`config.mk`:
```
export PLATFORM = sky130hd
export DESIGN_NAME = dmem_port_arbiter
export DESIGN_NICKNAME = d
export VERILOG_FILES = /design/src/rtl/dmem_port_arbiter_pkg.sv /design/src/rtl/dmem_port_mux.sv /design/src/rtl/dmem_port_arbiter.sv
export SDC_FILE = /design/constraint.sdc
export NUM_CORES = 1
export LEC_CHECK = 0
export ABC_AREA = 0
export CAP_MARGIN = 25
export CELL_PAD_IN_SITES_DETAIL_PLACEMENT = 1
export CELL_PAD_IN_SITES_GLOBAL_PLACEMENT = 2
export CORE_MARGIN = 2
export CORE_UTILIZATION = 10
export CTS_BUF_LIST = sky130_fd_sc_hd__clkbuf_8
export DETAILED_ROUTE_END_ITERATION = 10
export PLACE_DENSITY = 0.95
export SLEW_MARGIN = 20
export SYNTH_ARGS = -nofsm -noshare
export SYNTH_HDL_FRONTEND = slang
export SYNTH_SLANG_ARGS = --single-unit
```
`constraint.sdc`:
```
create_clock -name clk -period 1.52 [get_ports clk]
set_input_delay 0.152 -clock clk [delete_from_list [all_inputs] [get_ports clk]]
set_output_delay 0.152 -clock clk [all_outputs]
set_load 0.03 [all_outputs]
```
`src/rtl/dmem_port_arbiter_pkg.sv`:
```
// Shared definitions for the DMEM port-B arbiter:
// the arbiter state encoding, the byte-enable constants and the restart PC.
package dmem_port_arbiter_pkg;

  typedef enum logic [1:0] {
    RUN    = 2'd0,
    DRAIN  = 2'd1,
    HOST   = 2'd2,
    RESUME = 2'd3
  } arb_state_t;

  localparam logic [3:0]  BE_WORD  = 4'hF;
  localparam logic [3:0]  BE_NONE  = 4'h0;
  localparam logic [31:0] RESET_PC = 32'h0000_0000;

  // A host access with no byte enables set is a read.
  function automatic logic is_read(input logic [3:0] we);
    return we == BE_NONE;
  endfunction

endpackage

```
`src/rtl/dmem_port_mux.sv`:
```
// Combinational owner select for BRAM port B.
// When the host owns the port, the core's write enables can never reach the BRAM.
module dmem_port_mux #(
  parameter int ADDR_W = 32
) (
  input  logic              host_sel,
  input  logic              host_gnt,
  input  logic [3:0]        core_we,
  input  logic [ADDR_W-1:0] core_addr,
  input  logic [31:0]       core_wdata,
  input  logic [3:0]        host_we,
  input  logic [ADDR_W-1:0] host_addr,
  input  logic [31:0]       host_wdata,
  output logic [3:0]        bram_we,
  output logic [ADDR_W-1:0] bram_addr,
  output logic [31:0]       bram_din
);
  import dmem_port_arbiter_pkg::*;

  always_comb begin
    bram_we   = core_we;
    bram_addr = core_addr;
    bram_din  = core_wdata;
    if (host_sel) begin
      bram_we   = host_gnt ? host_we : BE_NONE;
      bram_addr = host_addr;
      bram_din  = host_wdata;
    end
  end

endmodule

```
`src/rtl/dmem_port_arbiter.sv`:
```
// Time-shares DMEM port B between the core LSU and a host loader/debugger.
// The core is halted and drained before the host gets the port, and is resumed afterwards.
module dmem_port_arbiter #(
  parameter int ADDR_W       = 32,
  parameter int DRAIN_CYCLES = 4,
  parameter int BOOT_HALT    = 1
) (
  input  logic              clk,
  input  logic              rst,
  input  logic [3:0]        core_we,
  input  logic [ADDR_W-1:0] core_addr,
  input  logic [31:0]       core_wdata,
  output logic              core_halt,
  output logic              core_restart,
  input  logic              host_halt_req,
  input  logic              host_restart,
  input  logic              host_req,
  input  logic [3:0]        host_we,
  input  logic [ADDR_W-1:0] host_addr,
  input  logic [31:0]       host_wdata,
  output logic              host_gnt,
  output logic              host_rvalid,
  output logic [31:0]       host_rdata,
  output logic              host_owner,
  output logic [3:0]        bram_we,
  output logic [ADDR_W-1:0] bram_addr,
  output logic [31:0]       bram_din,
  input  logic [31:0]       bram_dout
);
  import dmem_port_arbiter_pkg::*;

  localparam logic [3:0] DRAIN_INIT  = 4'(DRAIN_CYCLES);
  localparam arb_state_t BOOT_STATE  = (BOOT_HALT != 0) ? HOST : RUN;
  localparam logic       BOOT_HALTED = (BOOT_HALT != 0);

  arb_state_t state, state_next;
  logic [3:0] drain_cnt, drain_cnt_next;
  logic       host_exit;

  assign host_owner = (state == HOST);
  assign host_gnt   = host_owner && host_req;
  assign host_exit  = !host_halt_req && !host_req && !host_rvalid;

  // BRAM output is already one cycle behind the granted read, so it is forwarded as-is.
  assign host_rdata = host_rvalid ? bram_dout : 32'h0;

  always_comb begin
    state_next     = state;
    drain_cnt_next = drain_cnt;
    case (state)
      RUN: begin
        if (host_halt_req) begin
          if (DRAIN_CYCLES == 0) begin
            state_next = HOST;
          end else begin
            state_next     = DRAIN;
            drain_cnt_next = DRAIN_INIT;
          end
        end
      end
      DRAIN: begin
        drain_cnt_next = (drain_cnt != 4'd0) ? drain_cnt - 4'd1 : 4'd0;
        if (drain_cnt <= 4'd1) state_next = HOST;
      end
      HOST: begin
        if (host_exit) state_next = RESUME;
      end
      RESUME: begin
        state_next = RUN;
      end
      default: begin
        state_next = RUN;
      end
    endcase
  end

  // core_halt follows the state being entered, so it drops the cycle RUN resumes.
  always_ff @(posedge clk) begin
    if (rst) begin
      state        <= BOOT_STATE;
      drain_cnt    <= 4'd0;
      host_rvalid  <= 1'b0;
      core_halt    <= BOOT_HALTED;
      core_restart <= 1'b0;
    end else begin
      state        <= state_next;
      drain_cnt    <= drain_cnt_next;
      host_rvalid  <= host_gnt && is_read(host_we);
      core_halt    <= (state_next != RUN);
      core_restart <= (state == HOST) && (state_next == RESUME) && host_restart;
    end
  end

  dmem_port_mux #(
    .ADDR_W(ADDR_W)
  ) u_mux (
    .host_sel  (host_owner),
    .host_gnt  (host_gnt),
    .core_we   (core_we),
    .core_addr (core_addr),
    .core_wdata(core_wdata),
    .host_we   (host_we),
    .host_addr (host_addr),
    .host_wdata(host_wdata),
    .bram_we   (bram_we),
    .bram_addr (bram_addr),
    .bram_din  (bram_din)
  );

endmodule

```
==> results.sh <==
export IMPL_synthFlopType="dfxtp_1"
export IMPL_post_route_period_util=1.16
export IMPL_grt_pass1_vias=2716
export IMPL_crit_path_end_kind="primary output"
export IMPL_io_buffer_count=277
export IMPL_synthXorXnorAreaFrac=0
export IMPL_diodes=0
export IMPL_startpoint="state[0]$_SDFF_PP0_"
export IMPL_stdcell_area_um2=5160
export IMPL_dp_hpwl_um=9310
export IMPL_cts_buffers=3
export IMPL_fp_dieH_um=128
export IMPL_min_path_type="flop to flop"
export IMPL_multi_input_area_um2=1330
export IMPL_postCtsHoldBufs=0
export IMPL_floorplan_initialDensity=0.102
export IMPL_max_stage_delay_ns=0.34
export IMPL_setup_violations=69
export IMPL_core_um2=15100
export IMPL_critPathTopFamily="buffers and inverters"
export IMPL_post_drt_wl_per_cell_um=17.5
export IMPL_internal_power_mw=1.74
export IMPL_critical_path_slowest_cell="mux2_2"
export IMPL_reg2reg_from="state[0]$_SDFF_PP0_"
export IMPL_drive_gt1_frac=0.462
export IMPL_area_growth_syn_to_layout_pct=233
export IMPL_tightest_slew_ns=0.452
export IMPL_layout_nets=631
export IMPL_power_frac_comb=0.810
export IMPL_final_setup_skew_ns=0.000954
export IMPL_syn_cell_area_um2=1550
export IMPL_async_flop_share=0
export IMPL_worst_setup_path_type="flop to primary output"
export IMPL_cp_arrival_ns=1.61
export IMPL_crit_fanout=7
export IMPL_fp_dieW_um=128
export IMPL_most_common_layout_cells="174 x clkdlybuf4s50_1, 53 x buf_6, 53 x buf_4, 38 x mux2_4, 32 x and2_1"
export IMPL_worstSetupStartpointType="flop"
export IMPL_grt_max_degree=35
export IMPL_final_common_cell="clkdlybuf4s50_1"
export IMPL_path_buf_inv=6
export IMPL_yosysSeqAreaShare=0.117
export IMPL_synth_cell_type_count=34
export IMPL_final_cells=645
export IMPL_cts_tree="yes"
export IMPL_synth_compound_area_frac=0.0769
export IMPL_syn_inst=157
export IMPL_vias_per_cell=3.81
export IMPL_grt_ovfl_total=0
export IMPL_place_area_um2=4540
export IMPL_clock_sinks=9
export IMPL_cts_max_level=1
export IMPL_cts_clk_slew_worst_paths_ns=0.05
export IMPL_seq_area_um2=183
export IMPL_power_share_clock=0.099
export IMPL_clockRootBuffer="clkbuf_8"
export IMPL_core_rowCount=45
export IMPL_max_freq_mhz=566
export IMPL_syn_num_nets=330
export IMPL_ant_nets=0
export IMPL_nFillCells=1691
export IMPL_synthMuxAreaShare=0.511
export IMPL_drt_initial_drc_count=74
export IMPL_synth_top_family_by_area="multiplexers"
export IMPL_synth_simple_gate_area_frac=0.210
export IMPL_die_area_um2=16500
export IMPL_violations="setup timing"
export IMPL_synth_edf_count=0
export IMPL_critical_path_required_ns=1.37
export IMPL_worst_slack_ns=-0.245
export IMPL_p_sw_frac=0.369
export IMPL_synthAdderAreaFrac=0
export IMPL_track_usage=0.128
export IMPL_rsz0062_at_grt="yes"
export IMPL_io_pins=278
export IMPL_grt_pass1_wl_um=15900
export IMPL_fin_crit_ns=1.77
export IMPL_power_density_nw_per_um2=535
export IMPL_insertion_delay_ns=0.23
export IMPL_cts_buffer_depth=2
export IMPL_drc=0
export IMPL_placedCellCount=621
export IMPL_ys_warn_count=0
export IMPL_slew_viol_final=0
export IMPL_avgSynthCellArea_um2=9.85
export IMPL_timing_max_cap_violations=0
export IMPL_seqPwrFrac=0.091
export IMPL_antenna_found_initial=0
export IMPL_ys_ff_latch=9
export IMPL_vdd_drop_max_mv=0.237
export IMPL_num_vias=2460
export IMPL_crit_chain="inv_4 -> nand2_8 -> inv_8 -> buf_16 -> buf_8 -> buf_12 -> mux2_2 -> buf_6"
export IMPL_drt_pass1_iterations=2
export IMPL_switchingPower_mw=1.02
export IMPL_max_slew_margin=0.695
export IMPL_min_from="drain_cnt[3]$_SDFFE_PP0P_"
export IMPL_place_gp_congestion=0.734
export IMPL_status="finished, violations left"
export IMPL_p_leak_nw=2.32
export IMPL_finalHoldViolations=0
export IMPL_wl_um=11300
## layer usage
metal,vias up,global-route usage,part of all wire
li1,1167,-,-
met2,157,0.262,0.56
met3,2,0.0416,0.11
met5,-,0,0
met4,0,0.0155,0.0043
met1,1134,0.127,0.33
## cells by family after synthesis
kind of cell / Yosys count
muxes: 65
DFF: 9
and+or+nand+nor: 50
buffers and inverters: 17
AOI/OAI and AO/OA: 16
## synthesized netlist by cell type, types with 2 or more instances
master | number | share of area
mux2_2 | 48 | 0.35
clkbuf_1 | 4 | 0.0097
nand2b_1 | 3 | 0.012
o31ai_1 | 2 | 0.0097
nor3_1 | 2 | 0.0065
a22o_1 | 4 | 0.023
inv_4 | 2 | 0.0081
a21oi_1 | 3 | 0.0097
dfxtp_1 | 9 | 0.12
buf_4 | 5 | 0.024
mux2_4 | 16 | 0.16
buf_6 | 2 | 0.015
and2_1 | 33 | 0.13
a311oi_1 | 2 | 0.011
nor2_1 | 3 | 0.0073
## power by group through the flow
stage	logic (mW)	clock network (mW)	registers [mW]
CTS	2.23	0.279	0.252
detailed placement	1.85	0	0.256
floorplan	0.880	0	0.256
global placement	1.83	0	0.255
finish	2.23	0.273	0.252
global route	2.34	0.299	0.252
## final timing paths
path,endpoint,slack [ns],cells after the start
max,bram_din[4],-0.25,8
min,drain_cnt[3]$_SDFFE_PP0P_,0.50,2
max reg2reg,state[1]$_SDFF_PP1_,0.08,10
min reg2reg,drain_cnt[3]$_SDFFE_PP0P_,0.50,2
## worst min-delay path, stage by stage (launching register included)
cell and delay [ns]:
dfxtp_1 0.32, nand2b_1 0.07, a21oi_1 0.05
## metrics by stage
step	util	setup slack (ns)	total power, mW	hold slack (ns)	setup TNS (ns)
6_report	0.341	-0.245	2.76	0.496	-11.45
5_1_grt	0.341	-0.311	2.89	0.525	-15.65
4_1_cts	0.338	-0.281	2.76	0.496	-13.22
3_5_place_dp	0.300	-0.339	2.11	0.487	-15.26
3_3_place_gp	0.300	-0.322	2.09	0.445	-13.94
2_1_floorplan	-	0.0675	1.14	0.278	0
## registers in the layout, indices dropped and copies added (netlist names)
name,count
core_restart,1
state,2
drain_cnt,4
host_rvalid,1
core_halt,1
## what timing repair did
item                                    in CTS  in global routing
gates resized for setup                    293                 30
pin swaps                                    1                  1
setup buffers                               14                  2
endpoints found under the setup margin      70                 70
endpoints found under the hold margin        0                  0
gates cloned                                 4                  0
## area by class of cell
class,count,area share
clock inverter,1,0.000728
timing repair buffer,310,0.648
inverter,3,0.00412
tap,188,0.0456
sequential,9,0.0354
clock buffer,3,0.00801
multi-input combinational,131,0.258
(Power assumes the default switching activity.)
